$ cat config.mk
export PLATFORM = sky130hd
export DESIGN_NAME = washing_machine_fsm
export DESIGN_NICKNAME = d
export VERILOG_FILES = /design/src/rtl/washing_machine_fsm.sv
export SDC_FILE = /design/constraint.sdc
export NUM_CORES = 1
export LEC_CHECK = 0
export CAP_MARGIN = 20
export CORE_AREA = 3 3 40 42
export CTS_BUF_LIST = sky130_fd_sc_hd__clkbuf_4 sky130_fd_sc_hd__clkbuf_8
export DETAILED_ROUTE_END_ITERATION = 10
export DIE_AREA = 0 0 43 45
export GPL_ROUTABILITY_DRIVEN = 0
export SLEW_MARGIN = 0
export SYNTH_ARGS = -nofsm -noshare
export SYNTH_HDL_FRONTEND = slang
export SYNTH_SLANG_ARGS = --single-unit
$ cat constraint.sdc
create_clock -name CLK -period 3.2 [get_ports CLK]
set_input_delay 0.8 -clock CLK [delete_from_list [all_inputs] [get_ports CLK]]
set_output_delay 0.8 -clock CLK [all_outputs]
set_load 0.05 [all_outputs]
$ cat src/rtl/washing_machine_fsm.sv
// Moore controller for a front-load washing machine: sequences fill, wash, drain,
// spin and end phases, and drives the actuators, timer select and panel flags.
module washing_machine_fsm #(
   parameter logic [2:0] IDLE_ST      = 3'b111,
   parameter logic [2:0] FILL_MED_ST  = 3'b110,
   parameter logic [2:0] FILL_HIGH_ST = 3'b101,
   parameter logic [2:0] ACTIVATE_ST  = 3'b100,
   parameter logic [2:0] DRAIN_ST     = 3'b000,
   parameter logic [2:0] SPIN_ST      = 3'b001,
   parameter logic [2:0] END_ST       = 3'b011
) (
   input  logic       CLK,
   input  logic       RST,
   input  logic       ON_SUMMER,
   input  logic       ON_WINTER,
   input  logic       TIMER_DONE,
   input  logic       DOOR_SENSOR,
   input  logic       WATER_SENSOR_M,
   input  logic       WATER_SENSOR_H,
   output logic [1:0] TIMER_SEL,
   output logic       TIMER_EN,
   output logic       WASHER_EN,
   output logic       WATER_EN,
   output logic       SPIN_EN,
   output logic       DRAIN_EN,
   output logic       FILLING,
   output logic       ACTIVE,
   output logic       DRAIN,
   output logic       SPIN,
   output logic       IDLE,
   output logic       DONE
);

   typedef enum logic [2:0] {
      S_IDLE      = IDLE_ST,
      S_FILL_MED  = FILL_MED_ST,
      S_FILL_HIGH = FILL_HIGH_ST,
      S_ACTIVATE  = ACTIVATE_ST,
      S_DRAIN     = DRAIN_ST,
      S_SPIN      = SPIN_ST,
      S_END       = END_ST
   } state_t;

   localparam logic [1:0] SEL_NONE = 2'b00;
   localparam logic [1:0] SEL_MED  = 2'b01;
   localparam logic [1:0] SEL_HIGH = 2'b10;
   localparam logic [1:0] SEL_SPIN = 2'b11;

   state_t state;
   state_t next_state;
   logic   mode;
   logic   next_mode;

   // mode remembers the chosen program so the wash phase picks the right duration
   always_ff @(posedge CLK or negedge RST) begin
      if (!RST) begin
         state <= S_IDLE;
         mode  <= 1'b0;
      end else begin
         state <= next_state;
         mode  <= next_mode;
      end
   end

   always_comb begin
      next_state = state;
      next_mode  = mode;
      case (state)
         S_IDLE: begin
            if (DOOR_SENSOR && ON_SUMMER) begin
               next_state = S_FILL_MED;
               next_mode  = 1'b0;
            end else if (DOOR_SENSOR && ON_WINTER) begin
               next_state = S_FILL_HIGH;
               next_mode  = 1'b1;
            end
         end
         S_FILL_MED: begin
            if (WATER_SENSOR_M) next_state = S_ACTIVATE;
         end
         S_FILL_HIGH: begin
            if (WATER_SENSOR_H) next_state = S_ACTIVATE;
         end
         S_ACTIVATE: begin
            if (TIMER_DONE) next_state = S_DRAIN;
         end
         // keep pumping until both level sensors report the drum is empty
         S_DRAIN: begin
            if (!WATER_SENSOR_M && !WATER_SENSOR_H) next_state = S_SPIN;
         end
         S_SPIN: begin
            if (TIMER_DONE) next_state = S_END;
         end
         S_END: begin
            if (!DOOR_SENSOR) next_state = S_IDLE;
         end
         default: next_state = S_IDLE;
      endcase
   end

   always_comb begin
      TIMER_SEL = SEL_NONE;
      TIMER_EN  = 1'b0;
      WASHER_EN = 1'b0;
      WATER_EN  = 1'b0;
      SPIN_EN   = 1'b0;
      DRAIN_EN  = 1'b0;
      FILLING   = 1'b0;
      ACTIVE    = 1'b0;
      DRAIN     = 1'b0;
      SPIN      = 1'b0;
      IDLE      = 1'b0;
      DONE      = 1'b0;
      case (state)
         S_IDLE: begin
            IDLE = 1'b1;
         end
         S_FILL_MED, S_FILL_HIGH: begin
            FILLING  = 1'b1;
            WATER_EN = 1'b1;
         end
         S_ACTIVATE: begin
            ACTIVE    = 1'b1;
            WASHER_EN = 1'b1;
            TIMER_EN  = 1'b1;
            TIMER_SEL = mode ? SEL_HIGH : SEL_MED;
         end
         S_DRAIN: begin
            DRAIN    = 1'b1;
            DRAIN_EN = 1'b1;
         end
         S_SPIN: begin
            SPIN      = 1'b1;
            SPIN_EN   = 1'b1;
            TIMER_EN  = 1'b1;
            TIMER_SEL = SEL_SPIN;
         end
         S_END: begin
            DONE = 1'b1;
         end
         // unused encodings present as idle so the panel never goes blank
         default: begin
            IDLE = 1'b1;
         end
      endcase
   end

`ifndef SYNTHESIS
   status_onehot: assert property (@(posedge CLK)
      $onehot({FILLING, ACTIVE, DRAIN, SPIN, IDLE, DONE}));

   motors_exclusive: assert property (@(posedge CLK)
      $onehot0({WASHER_EN, SPIN_EN, WATER_EN, DRAIN_EN}));
`endif

endmodule

==> results.tsv <==
stage	metric	value	unit
cells_and_area	# diodes	0	
logic_synthesis	largest family of logic cells by synthesized area	compound AO/OA/AOI/OAI gates	
drt	DRT Pass-1 Iters	4	
critical_path	critical setup path kind	register to primary output	
logic_synthesis	XOR/XNOR Fraction of Synth Area	0.0236	
clocking	clk buf depth	2	
cells_and_area	synthesis-to-layout area growth	51.0	%
logic_synthesis	Mean Syn Cell Area	8.23	sq um
floorplan	Die H	45	microns
sta	Slew @ Worst Pin	501	ps
clocking	root buffer cell	clkbuf_4	
critical_path	CP max-delay cell	clkdlybuf4s50_1	
sta	Final Critical Period	2800	ps
critical_path	Crit path max-delay family	buffers and inverters	
global_route	global-route wire length before repair	1210	microns
sta	fin crit share	0.875	
sta	Fmax achieved	0.357	GHz
clocking	maximum level of the CTS H-tree	1	
global_route	Congestion Overflow GR	0	
logic_synthesis	simple-gate share of the synthesized area	0.226	
floorplan	Die X	43	microns
global_route	vias in the first global route	291	
drt	via count	341	
clocking	Clock Sinks	4	
run_status	status	finished, final reports clean	
logic_synthesis	synth warn	0	
sta	Slew Limit Fails	0	
sta	setup slack after layout	402	ps
critical_path	worst-path cell chain	nand2_1, a21oi_1, clkdlybuf4s50_1	
sta	worst clock skew	8.88	ps
clocking	CTS tree	yes	
logic_synthesis	Synth Area in Compound Gates	0.257	
critical_path	Crit Path Max Fanout	13	
drt	Total Routed Length	768	microns
logic_synthesis	post-synth net total	53	
drt	via/cell ratio	4.43	
logic_synthesis	Synth Register Bits	4	
critical_path	buffers plus inverters on the worst setup path	1	
drt	initial DRC count	2	
hold_path	Hold Crit Class	register to register	
critical_path	CP peak stage delay	830	ps
logic_synthesis	multiplexer area fraction after synthesis	0	
sta	total negative slack	0	ps
floorplan	initial core utilization	0.288	
clocking	worst skew pair latency	240	ps
drt	Post-DRT Antenna Nets	0	
cells_and_area	Final Cell Area	559	sq um
floorplan	row cnt	13	
sta	Setup violations, final	0	
cells_and_area	fin util	0.435	
global_route	Total GRT Usage	0.0862	
floorplan	core area	1280	sq um
drt	DR WL/cell	9.97	microns
logic_synthesis	Yosys cell types	20	
critical_path	Critical Path End Type	primary output	
logic_synthesis	area of the mapped netlist	370	sq um
placement	Post-DP Area	529	sq um
sta	Worst slew margin	0.665	
critical_path	CP required	2400	ps
clocking	Gates resized, CTS repair	0	
clocking	total CTS buffers	3	
floorplan	io pins	21	
sta	Final Hold Fails	0	
clocking	post-CTS setup buffer count	0	
cells_and_area	Nets	71	
drt	DRC	0	
global_route	antenna violations before repair	0	
logic_synthesis	register area share after synthesis	0.280	
critical_path	crit path launch type	register	
job	Max Cap Viol	0	
placement	pre-CTS setup slack	665	ps
logic_synthesis	Post-Syn Instances	45	
clocking	Reg clk slew, reported paths	40	ps
logic_synthesis	fraction of the mapped netlist area in adder cells	0	
critical_path	Critical Path AT	2000	ps
clocking	hold buffer count at cts	0	
sta	RSZ-0062 raised after global routing	false	
floorplan	Die ar.	1940	sq um
global_route	largest net degree at the start of global routing	14	
placement	I/O Buffers	20	
cells_and_area	layout cell share with drive strength beyond 1	0.177	
placement	hpwl dp	607	microns
per-layer routing:
metal / vias up / track usage / share of wire
met2: 15 / 0.114 / 0.41
met4: 0 / 0.0904 / 0.022
met1: 141 / 0.108 / 0.46
li1: 183 / - / -
met5: - / 0 / 0
met3: 2 / 0.0239 / 0.10
Yosys cell counts:
| cell type | count | area, sq um |
|---|---|---|
| a21boi_0 | 1 | 7.51 |
| a21oi_1 | 6 | 30.0 |
| and3_1 | 1 | 6.26 |
| and4_1 | 1 | 8.76 |
| buf_4 | 5 | 37.5 |
| buf_6 | 2 | 22.5 |
| dfrtp_1 | 1 | 25.0 |
| dfstp_2 | 3 | 78.8 |
| inv_1 | 5 | 18.8 |
| nand2_1 | 4 | 15.0 |
| nand2_4 | 1 | 11.3 |
| nand2b_1 | 2 | 12.5 |
| nand3_1 | 2 | 10.0 |
| nor2_1 | 4 | 15.0 |
| nor3_1 | 1 | 5.00 |
| o21ai_0 | 1 | 5.00 |
| o21ai_2 | 2 | 17.5 |
| o221ai_1 | 1 | 8.76 |
| o311ai_4 | 1 | 26.3 |
| xor2_1 | 1 | 8.76 |
metrics by stage:
stage	cells	hold WS [ps]
floorplan	45	504
finish	77	550
detailed placement	73	545
CTS	77	548
global placement	73	536
global route	77	572
state kept, by name, indices dropped and copies added, names as in the netlist:
name,count
mode,1
state,3
cell type report:
| class | instances | area (sq um) |
|---|---|---|
| inverter | 5 | 18.8 |
| timing repair buffer | 20 | 200 |
| multi-input combinational | 29 | 188 |
| sequential | 4 | 104 |
| clock buffer | 4 | 30.0 |
| fill | 134 | 726 |
| tap | 15 | 18.8 |
kinds of logic after synthesis:
group / Yosys count
AOI/OAI and AO/OA: 12
xor gates and xnor gates: 1
buffers and inverters: 12
DFF: 4
and+or+nand+nor: 16
path summary, 6_finish.rpt:
check,to,cells after the start,slack (ps),from
worst max-delay path,FILLING,3,400,state[0]
worst min-delay path,state[1],2,550,state[1]
worst max register to register,mode,3,2030,state[0]
worst min register to register,state[1],2,550,state[1]
max in group asynchronous,state[2],1,2210,RST
min in group asynchronous,mode,1,750,RST
worst min-delay path, stage by stage (launching register included):
cell	delay [ps]
dfstp_2	410
o311ai_4	80
o21ai_2	50
placed cells by master, fill, tap and decap left out, drive strengths merged:
cell | netlist | layout
o311ai | 1 | 1
xor2 | 1 | 1
nand2 | 5 | 5
clkdlybuf4s50 | 0 | 20
o221ai | 1 | 1
nor3 | 1 | 1
dfstp | 3 | 3
a21oi | 6 | 6
and4 | 1 | 1
inv | 5 | 5
nor2 | 4 | 4
nand3 | 2 | 2
and3 | 1 | 1
o21ai | 3 | 3
clkbuf | 0 | 4
a21boi | 1 | 1
nand2b | 2 | 2
dfrtp | 1 | 1
Power of run 1 is not shown: default switching activity piles up to over one toggle a cycle in this logic, so the estimate is an artifact.
